==> config.mk <==
export PLATFORM = sky130hd
export DESIGN_NAME = instr_mem_server
export DESIGN_NICKNAME = d
export VERILOG_FILES = /design/src/rtl/instr_mem_server.sv
export SDC_FILE = /design/constraint.sdc
export NUM_CORES = 1
export LEC_CHECK = 0
export ABC_AREA = 1
export BUFFER_PORTS_ARGS = -buffer_cell sky130_fd_sc_hd__buf_2
export CAP_MARGIN = 0
export CORE_UTILIZATION = 55
export CTS_CLUSTER_SIZE = 20
export DETAILED_ROUTE_END_ITERATION = 16
export PLACE_DENSITY = 0.74
export SLEW_MARGIN = 20
export SYNTH_ARGS = -nofsm -noshare
export SYNTH_HDL_FRONTEND = slang
export SYNTH_SLANG_ARGS = --single-unit
==> constraint.sdc <==
create_clock -name Clock -period 2.2 [get_ports Clock]
set_clock_uncertainty 0.1 [all_clocks]
set_input_delay 0.22 -clock Clock [delete_from_list [all_inputs] [get_ports Clock]]
set_output_delay 0.22 -clock Clock [all_outputs]
set_load 0.01 [all_outputs]
==> src/rtl/instr_mem_server.sv <==
// Instruction memory responder: sequential valid/ready program load, one-cycle fetch in run mode,
// halt-word detection and a sticky fault flag. Optional stored even parity under `IMEM_PARITY_EN`.
module instr_mem_server #(
  parameter int N     = 16,
  parameter int DEPTH = 64,
  parameter int AW    = 6
) (
  input  logic          Clock,
  input  logic          Reset,
  input  logic          Load_valid,
  input  logic [N-1:0]  Load_data,
  input  logic          Load_last,
  output logic          Load_ready,
  output logic [AW:0]   Load_count,
  input  logic          Start,
  input  logic          Start_load,
  input  logic [N-1:0]  PC_in,
  output logic [N-1:0]  Instruction,
  output logic          Instr_valid,
  output logic          Halted,
  output logic          Fault
);

`ifdef IMEM_PARITY_EN
  localparam int MW = N + 1;
`else
  localparam int MW = N;
`endif
  localparam logic [AW:0] C_DEPTH = (AW+1)'(DEPTH);

  typedef enum logic [1:0] {S_IDLE, S_LOAD, S_RUN, S_HALT} state_t;

  logic [MW-1:0] r_mem [DEPTH];
  state_t        r_state;
  logic          r_load_ready;
  logic [AW:0]   r_load_count;
  logic [N-1:0]  r_instruction;
  logic          r_instr_valid;
  logic          r_halted;
  logic          r_fault;

  logic          w_accept;
  logic          w_drop;
  logic [AW:0]   w_count_inc;
  logic          w_pc_oob;
  logic [MW-1:0] w_rd_word;
  logic [MW-1:0] w_wr_word;
  logic [N-1:0]  w_fetch_data;
  logic          w_fetch_bad;
  logic          w_halt_seen;

  assign w_accept    = (r_state == S_LOAD) & Load_valid & r_load_ready;
  assign w_drop      = (r_state == S_LOAD) & Load_valid & ~r_load_ready;
  assign w_count_inc = r_load_count + 1'b1;
  assign w_pc_oob    = |PC_in[N-1:AW];
  assign w_rd_word   = r_mem[PC_in[AW-1:0]];
  assign w_halt_seen = r_instr_valid & (r_instruction == '0);

`ifdef IMEM_PARITY_EN
  // Parity bit sits above the data so the whole stored word XORs to zero when intact.
  assign w_wr_word    = {^Load_data, Load_data};
  assign w_fetch_data = w_rd_word[N-1:0];
  assign w_fetch_bad  = w_pc_oob | (^w_rd_word);
`else
  assign w_wr_word    = Load_data;
  assign w_fetch_data = w_rd_word;
  assign w_fetch_bad  = w_pc_oob;
`endif

  // Memory has no reset so a program survives Reset.
  always_ff @(posedge Clock) begin
    if (w_accept) begin
      r_mem[r_load_count[AW-1:0]] <= w_wr_word;
    end
  end

  always_ff @(posedge Clock or negedge Reset) begin
    if (!Reset) begin
      r_state       <= S_IDLE;
      r_load_ready  <= 1'b0;
      r_load_count  <= '0;
      r_instruction <= '0;
      r_instr_valid <= 1'b0;
      r_halted      <= 1'b0;
      r_fault       <= 1'b0;
    end else begin
      case (r_state)
        S_IDLE: begin
          if (Start) begin
            if (Start_load) begin
              r_state      <= S_LOAD;
              r_load_count <= '0;
              r_load_ready <= 1'b1;
            end else begin
              r_state <= S_RUN;
            end
          end
        end
        S_LOAD: begin
          if (w_accept) r_load_count <= w_count_inc;
          if (w_drop)   r_fault      <= 1'b1;
          // A last-flagged word ends the load even when it is dropped.
          if (Load_valid & Load_last) begin
            r_state      <= S_IDLE;
            r_load_ready <= 1'b0;
          end else if (w_accept) begin
            r_load_ready <= (w_count_inc < C_DEPTH);
          end
        end
        S_RUN: begin
          if (w_halt_seen) begin
            r_state       <= S_HALT;
            r_instr_valid <= 1'b0;
            r_halted      <= 1'b1;
          end else begin
            r_instr_valid <= 1'b1;
            if (w_fetch_bad) begin
              r_instruction <= '0;
              r_fault       <= 1'b1;
            end else begin
              r_instruction <= w_fetch_data;
            end
          end
        end
        S_HALT: begin
          if (Start) begin
            r_halted <= 1'b0;
            if (Start_load) begin
              r_state      <= S_LOAD;
              r_load_count <= '0;
              r_load_ready <= 1'b1;
            end else begin
              r_state <= S_RUN;
            end
          end
        end
        default: r_state <= S_IDLE;
      endcase
    end
  end

  assign Load_ready  = r_load_ready;
  assign Load_count  = r_load_count;
  assign Instruction = r_instruction;
  assign Instr_valid = r_instr_valid;
  assign Halted      = r_halted;
  assign Fault       = r_fault;

endmodule

### Word level (Yosys, flattened, before mapping)

Memory sizes are Yosys's and may differ from the RTL's.
Cells that the tools add are included.

| cells by class | value |
|---|---|
| $add $sub $neg | 1 |
| $lt $le $gt $ge | 1 |
| equal/unequal tests | 13 |
| mux-type cells | 25 |
| bitwise operators | 7 |
| reductions and logical operators | 13 |

Operators with widths:

| operator | number |
|---|---|
| $mux 7 | 3 |
| $logic_not 16->1 | 1 |
| $mux 16 | 1 |
| $pmux 7 s2 | 1 |
| $mux 1 | 12 |
| $ne 2x2->1 const B | 6 |
| $reduce_and 4->1 | 3 |
| $reduce_or 10->1 | 1 |
| $mux 2 | 4 |
| $add 7x1->7 const B | 1 |
| $lt 7x7->1 const B | 1 |
| $ne 2x1->1 const B | 3 |
| $pmux 1 s2 | 3 |
| $pmux 2 s3 | 1 |
| $reduce_and 3->1 | 2 |
| $reduce_bool 2->1 | 3 |
| $and 1x1->1 | 5 |
| $eq 2x2->1 const B | 2 |
| $ne 3x2->1 const B | 1 |
| $eq 2x1->1 const B | 1 |
| $logic_not 2->1 | 1 |
| $not 1->1 | 2 |
| $reduce_and 2->1 | 1 |
| $reduce_or 2->1 | 1 |

| storage, ports and cells | value |
|---|---|
| register bits | 29 |
| memory bits (writable) | 1,024 |
| input port bits | 38 |
| output and inout bits | 27 |
| word-level logic and storage cells | 68 |
| memories kept | 1 |

Memory list:

| memory | words | width | read ports | clocked after memory_dff | wr ports | line | RTL |
|---|---|---|---|---|---|---|---|
| r_mem | 64 | 16 | 1 | 0 | 1 | 33 | `logic [MW-1:0] r_mem [DEPTH];` |

### Depth between registers and ports, before layout

Gate-level depths: netlist of run 1.

| logic depth | value |
|---|---|
| word-level depth | 6 |
| gate-level depth with buffers | 14 |
| mapped depth without buffers | 11 |

### Worst setup path before layout of run 1

OpenSTA, ideal clock, no wires.

| timing | value |
|---|---|
| kind | register to register |
| start | reg r_state[1] |
| end | mem r_mem[12][0] in the netlist's numbering (enable) |
| library setup time | 0.389 ns |
| data arrival time | 1.899 ns |
| required time | 1.711 ns |
| slack | -0.188 ns |
| stages on the path, launching flop included | 7 |
| path buffers | 0 |
| clock period less this slack | 2.388 ns |
| cell sequence | dfrtp_1 inv_1 ha_1 nand3_1 inv_1 nand4_1 nor2_1 |

| between the ends | value |
|---|---|
| word-level cells in the longest chain between the ends | 5 |

RTL lines:

| item | line | RTL |
|---|---|---|
| start, declared | 34 | `state_t r_state;` |
| start signal, assigned | 79 | `r_state <= S_IDLE;` |
| start signal, assigned | 91 | `r_state <= S_LOAD;` |
| start signal, assigned | 95 | `r_state <= S_RUN;` |
| $eq 2x1->1 | 52 | `assign w_accept = (r_state == S_LOAD) & Load_valid & r_load_ready;` |
| $and 1x1->1 (2 in a row) | 52 |  |
| $mux 1 | 72 | `if (w_accept) begin` |
| $mux 1 (not written as such) | 73 | `r_mem[r_load_count[AW-1:0]] <= w_wr_word;` |
| end, declared | 33 |  |

No other way between the ends.

### Worst setup path after layout of run 1

| timing | value |
|---|---|
| start | reg r_state[1] |
| end | mem r_mem[9][1] in the netlist's numbering (enable) |

The elaborated chain is that of the path after synthesis.

==> metrics, run 1 <==
Critical Path AT 2410 ps; Hold EP r_mem[23][7]; number of global-route vias before repair 28000; slowest stage cell, crit path dfrtp_1; first drt pass iteration count 6; R2R cell count 8; DR vias/cell 5.88; # setup viols final 0; Clock Latency Late Sink 670 ps; maximum clock insertion buffer count 3; post-synthesis sequential area ratio 72.9%; Worst EP required 2480 ps; final-report max-slew violation count 0; Num CTS Buffers 104; post-synth cell types 32; Root Buffer clkbuf_16; grt met1 use 40.1%; YS warnings 0; Cell Pwr Density 877 mW/mm²; RR Endpoint r_mem[9][1]; Leak 18.4 nW; Top Ports 65; largest net degree at the start of global routing 73; core area 0.0776 mm²; GRT Overall Usage 28.7%; syn_nets 3710; # rows 102; CP endpoint kind register; Critical Path Start Type register; fin nets 3880; First DRT Iteration DRCs 4187; critical path peak fanout 16; crit-path max cell delay 420 ps; Initial Util 55.6%; Fillers 5645; worst-margin pin slew 886 ps; Yosys top cell area share 71.2%; dpl ws -167 ps; # diodes 0; Peak VDD IR 0.743 mV; Mapped Cells 3668; Buffers on Ports 64; max cap viols 0; htree depth 3; Synth area leader edfxtp_1; Routed Antenna Nets 0; placed cells 4755; area taken by multi-input logic gates 0.0102 mm²; grt ovf 0; critical path type register to register; Reg clk slew, reported paths 60 ps; clock sinks 1053; Tcrit/Tclk final 96.8%; # DRC 0; Slew HR 40.9%; R2R setup slack 70 ps; DIE HEIGHT 282 µm; worst reg2reg startpoint r_state[1]; Max Fclk 0.470 GHz; outcome complete, no violations; final worst slack 71.0 ps; Setup Fix Bufs, Post-CTS 0; hold-critical path depth 2; Die Wd 282 µm; met3 Usage GRT 5.81%; min-delay src Load_data[7]; Tot Pwr 0.0437 W; Finished Layout Cells 4963; initial antenna violation count 2; met2 Usage GRT 43.9%; Min Hold Slack 27.9 ps; layout cells sized above 1 11.2%; Vias 29200; global-route wire length before repair 168 mm; GP Congestion 0.945; Layout area overhead 15.5%; Synth Cell Area 0.0432 mm²; post-synthesis register bit count 1053; Min Clock Period, post-route 2130 ps; CTS tree built; Seq. cell area 0.0315 mm²; Final Hold Fails 0; CP cell instances inv_1 > ha_1 > nand3_1 > inv_2 > nand4_1 > buf_4 > nor2_1 > buf_12; Synth area leaders edfxtp_1 (71%), nand2_1 (12%), nand3_1 (10%); DP HPWL 66.9 mm; post-synthesis area per instance 11.8 µm²; Top Usage Layer GRT met2; WL per Instance 22.6 µm; Hold WC Path Type primary input to register; WL final 112 mm; Die Area 0.0796 mm²
-- cell families (layout without fill, tap and decap cells) --
| kind of cell | after synthesis | in the layout | synth area share, % |
|---|---|---|---|
| buffers and inverters | 250 | 505 | 3.67 |
| AND/OR/NAND/NOR | 2340 | 2340 | 23.0 |
| AO/OA/AOI/OAI | 19 | 19 | 0.270 |
| adder cells (fa/ha/maj) | 4 | 4 | 0.116 |
| XOR/XNOR | 2 | 2 | 0.0406 |
| flip-flops | 1053 | 1053 | 72.9 |
-- sequential cells by signal (all words and copies together) (netlist names) --
signal / flops
Load_count: 7
Load_ready: 1
Instr_valid: 1
r_state: 2
Halted: 1
Fault: 1
Instruction: 16
r_mem: 1024
-- worst max path at each step --
stage	start	end	slack (ps)	depth (start not counted)
after floorplan	r_state[1]	r_mem[12][0]	-190	6
after global placement	r_state[0]	Instruction[15]	-170	7
after detailed placement	r_state[0]	Instruction[6]	-170	7
after CTS	r_state[1]	r_mem[48][10]	20	8
after global routing	r_state[1]	r_mem[9][1]	-0.01	8
final	r_state[1]	r_mem[9][1]	70	8
-- per-layer routing --
layer,vias up,part of all wire (%)
met5,-,0
li1,13200,-
met2,1648,46
met3,250,11
met1,14100,39
met4,0,4.1
-- power by group --
group / internal [W] / switching [W]
Clock: 0.0100 / 0.00738
Combinational: 0.00116 / 0.00274
Sequential: 0.0222 / 0.000176
-- cell type report --
class,instances,share of cell area [%]
clock buffers,132,5.54
clock inverters,59,1.14
inverters,26,0.249
multi-input cells,2365,20.4
flip-flops and latches,1053,63.2
well taps,1040,2.61
repair buffers,288,6.92
-- what timing repair did --
action	in CTS	in global routing
gates resized for setup	1	19
hold endpoints to repair	397	0
setup endpoints to repair	16	829
hold buffers	17	0
-- cell usage in the layout (no fill, tap or decap), drive strengths merged --
cell	synthesis	final
nand2	1367	1367
edfxtp	1024	1024
nand3	875	875
buf	204	271
clkbuf	20	132
nor2	78	78
clkinv	0	39
inv	26	31
dfrtp	29	29
dlygate4sd3	0	17
bufinv	0	10
nand4	8	8
nor3	7	7
a21oi	6	6
o21ai	6	6
clkinvlp	0	5
ha	4	4
nor4	2	2
xor2	2	2
o22ai	2	2
nor3b	1	1
or2	1	1
o211ai	1	1
and3	1	1
o211a	1	1
a21o	1	1
o21a	1	1
a22oi	1	1
-- critical path, delay by kind of cell (launching register included) --
family | cells | cell delay, ps
buf+inv | 4 | 670
flops | 1 | 420
fa+ha+maj | 1 | 160
simple gates | 3 | 470
-- stage by stage --
stage          util, %  cell area, µm²  setup TNS, ps
5_1_grt           64.2           49800        -0.0104
2_1_floorplan        -           43200        -191700
3_3_place_gp      59.6           46300          -2500
4_1_cts           64.2           49800              0
3_5_place_dp      59.6           46300          -2390
6_report          64.2           49800              0
-- synth_stat cells (all sizes together) --
cell type,instances
or2,1
clkbuf,20
nand3,875
dfrtp,29
nand4,8
nor3b,1
and3,1
inv,26
o211ai,1
o21a,1
edfxtp,1024
nor2,78
buf,204
xor2,2
nor4,2
nand2,1367
o22ai,2
o21ai,6
ha,4
o211a,1
nor3,7
a22oi,1
a21o,1
a21oi,6
Note: power is estimated with default switching activity, not from simulation.
==> run 2, diff against run 1 <==
- CORE_UTILIZATION: 55 -> 57
- PLACE_DENSITY: 0.74 -> 0.76
==> metrics, run 2 (same netlist as run 1, synthesis figures left out) <==
DR vias/cell 6.08; Initial Util 57.8%; DP HPWL 66.9 mm; Hold WC Path Type primary input to register; Finished Layout Cells 4882; Setup Fix Bufs, Post-CTS 0; max reg flops 1024; WL per Instance 23.4 µm; GRT Overall Usage 29.4%; Critical Path Start Type register; final-report max-slew violation count 0; Root Buffer clkbuf_16; worst-margin pin slew 916 ps; Critical Path AT 2400 ps; # rows 100; Routed Antenna Nets 0; Fillers 5125; Final Hold Fails 0; Buffers on Ports 64; First DRT Iteration DRCs 4103; Tcrit/Tclk final 97.3%; CP cell instances inv_1 > ha_1 > nand3_1 > inv_2 > nand4_1 > buf_4 > nor2_1 > buf_12; Min Clock Period, post-route 2140 ps; clock sinks 1053; max cap viols 0; Tot Pwr 0.0429 W; crit-path max cell delay 410 ps; grt ovf 0; Vias 29700; maximum clock insertion buffer count 3; first drt pass iteration count 6; Min Hold Slack 35.4 ps; Peak VDD IR 1.06 mV; commonest non-fill, non-tap cell in the layout nand2_1; met2 Usage GRT 46.3%; Layout area overhead 14.9%; # DRC 0; placed cells 4674; critical path peak fanout 16; commonest cells after routing, fill and taps aside nand2_1 (1365), edfxtp_1 (1024), nand3_1 (875), buf_12 (114), clkbuf_16 (106); dpl ws -66.0 ps; WL final 114 mm; Top Ports 65; CTS tree built; layout cells sized above 1 10.6%; CP endpoint kind register; R2R setup slack 60 ps; htree depth 3; Die Area 0.0768 mm²; Cell Pwr Density 864 mW/mm²; slowest stage cell, crit path dfrtp_1; met3 Usage GRT 6.33%; largest net degree at the start of global routing 69; Top Usage Layer GRT met2; critical path type register to register; Leak 18.3 nW; GP Congestion 0.898; Slew HR 38.9%; # setup viols final 0; Num CTS Buffers 104; DIE HEIGHT 277 µm; Max Fclk 0.467 GHz; Clock Latency Late Sink 670 ps; Die Wd 277 µm; number of global-route vias before repair 28200; initial antenna violation count 2; setup TNS 0 ps; fin nets 3877; outcome complete, no violations; Reg clk slew, reported paths 60 ps; core area 0.0747 mm²; grt met1 use 40.9%; Worst EP required 2460 ps; global-route wire length before repair 170 mm; final worst slack 60.3 ps
[run 2: worst paths after layout]
kind                            depth (start not counted)               to    startpoint
worst max-delay path                                    8      r_mem[5][5]    r_state[1]
worst min-delay path                                    2     r_mem[33][6]  Load_data[6]
worst max register to register                          8      r_mem[5][5]    r_state[1]
max in group asynchronous                               2  Instruction[11]         Reset
worst min register to register                          1            Fault         Fault
min in group asynchronous                               2           Halted         Reset
[run 2: per-stage QoR]
step,area [µm²],util [%]
4_1_cts,49500,66.3
6_report,49600,66.4
2_1_floorplan,43200,-
3_5_place_dp,46200,61.8
3_3_place_gp,46200,61.8
5_1_grt,49600,66.4
[run 2: power breakdown]
part	leakage (nW)	switching [W]	internal [W]	total, W
registers	9.58	0.000149	0.0222	0.0224
logic	7.21	0.00275	0.00115	0.00390
clock network	1.52	0.00721	0.00941	0.0166
total	18.3	0.0101	0.0328	0.0429
[run 2: cell type report]
type                    count  area [µm²]  share of cell area (%)
clock inverters            30         241                   0.487
flip-flops and latches   1053       31500                    63.4
inverters                  26         124                   0.250
well taps                 969        1210                    2.44
repair buffers            285        3490                    7.04
diodes                      3        7.51                  0.0151
clock buffers             151        2890                    5.83
multi-input cells        2365       10200                    20.5
[run 2: repair_timing]
action                                 4_1_cts  5_1_grt
gates resized for setup                      1       20
hold buffers                                24        0
setup endpoints to repair                    2      997
endpoints found under the hold margin      314        0
[run 2: worst max-delay path: cells and delay by family (launching register included)]
family	cells	cell delay [ps]
fa+ha+maj	1	170
buf+inv	4	690
flops	1	410
simple gates	3	470
[run 2: per-layer routing]
layer | up-vias | share of wire (%)
met2 | 1918 | 47
met5 | - | 0.0096
li1 | 13200 | -
met1 | 14300 | 38
met3 | 260 | 11
met4 | 2 | 3.4
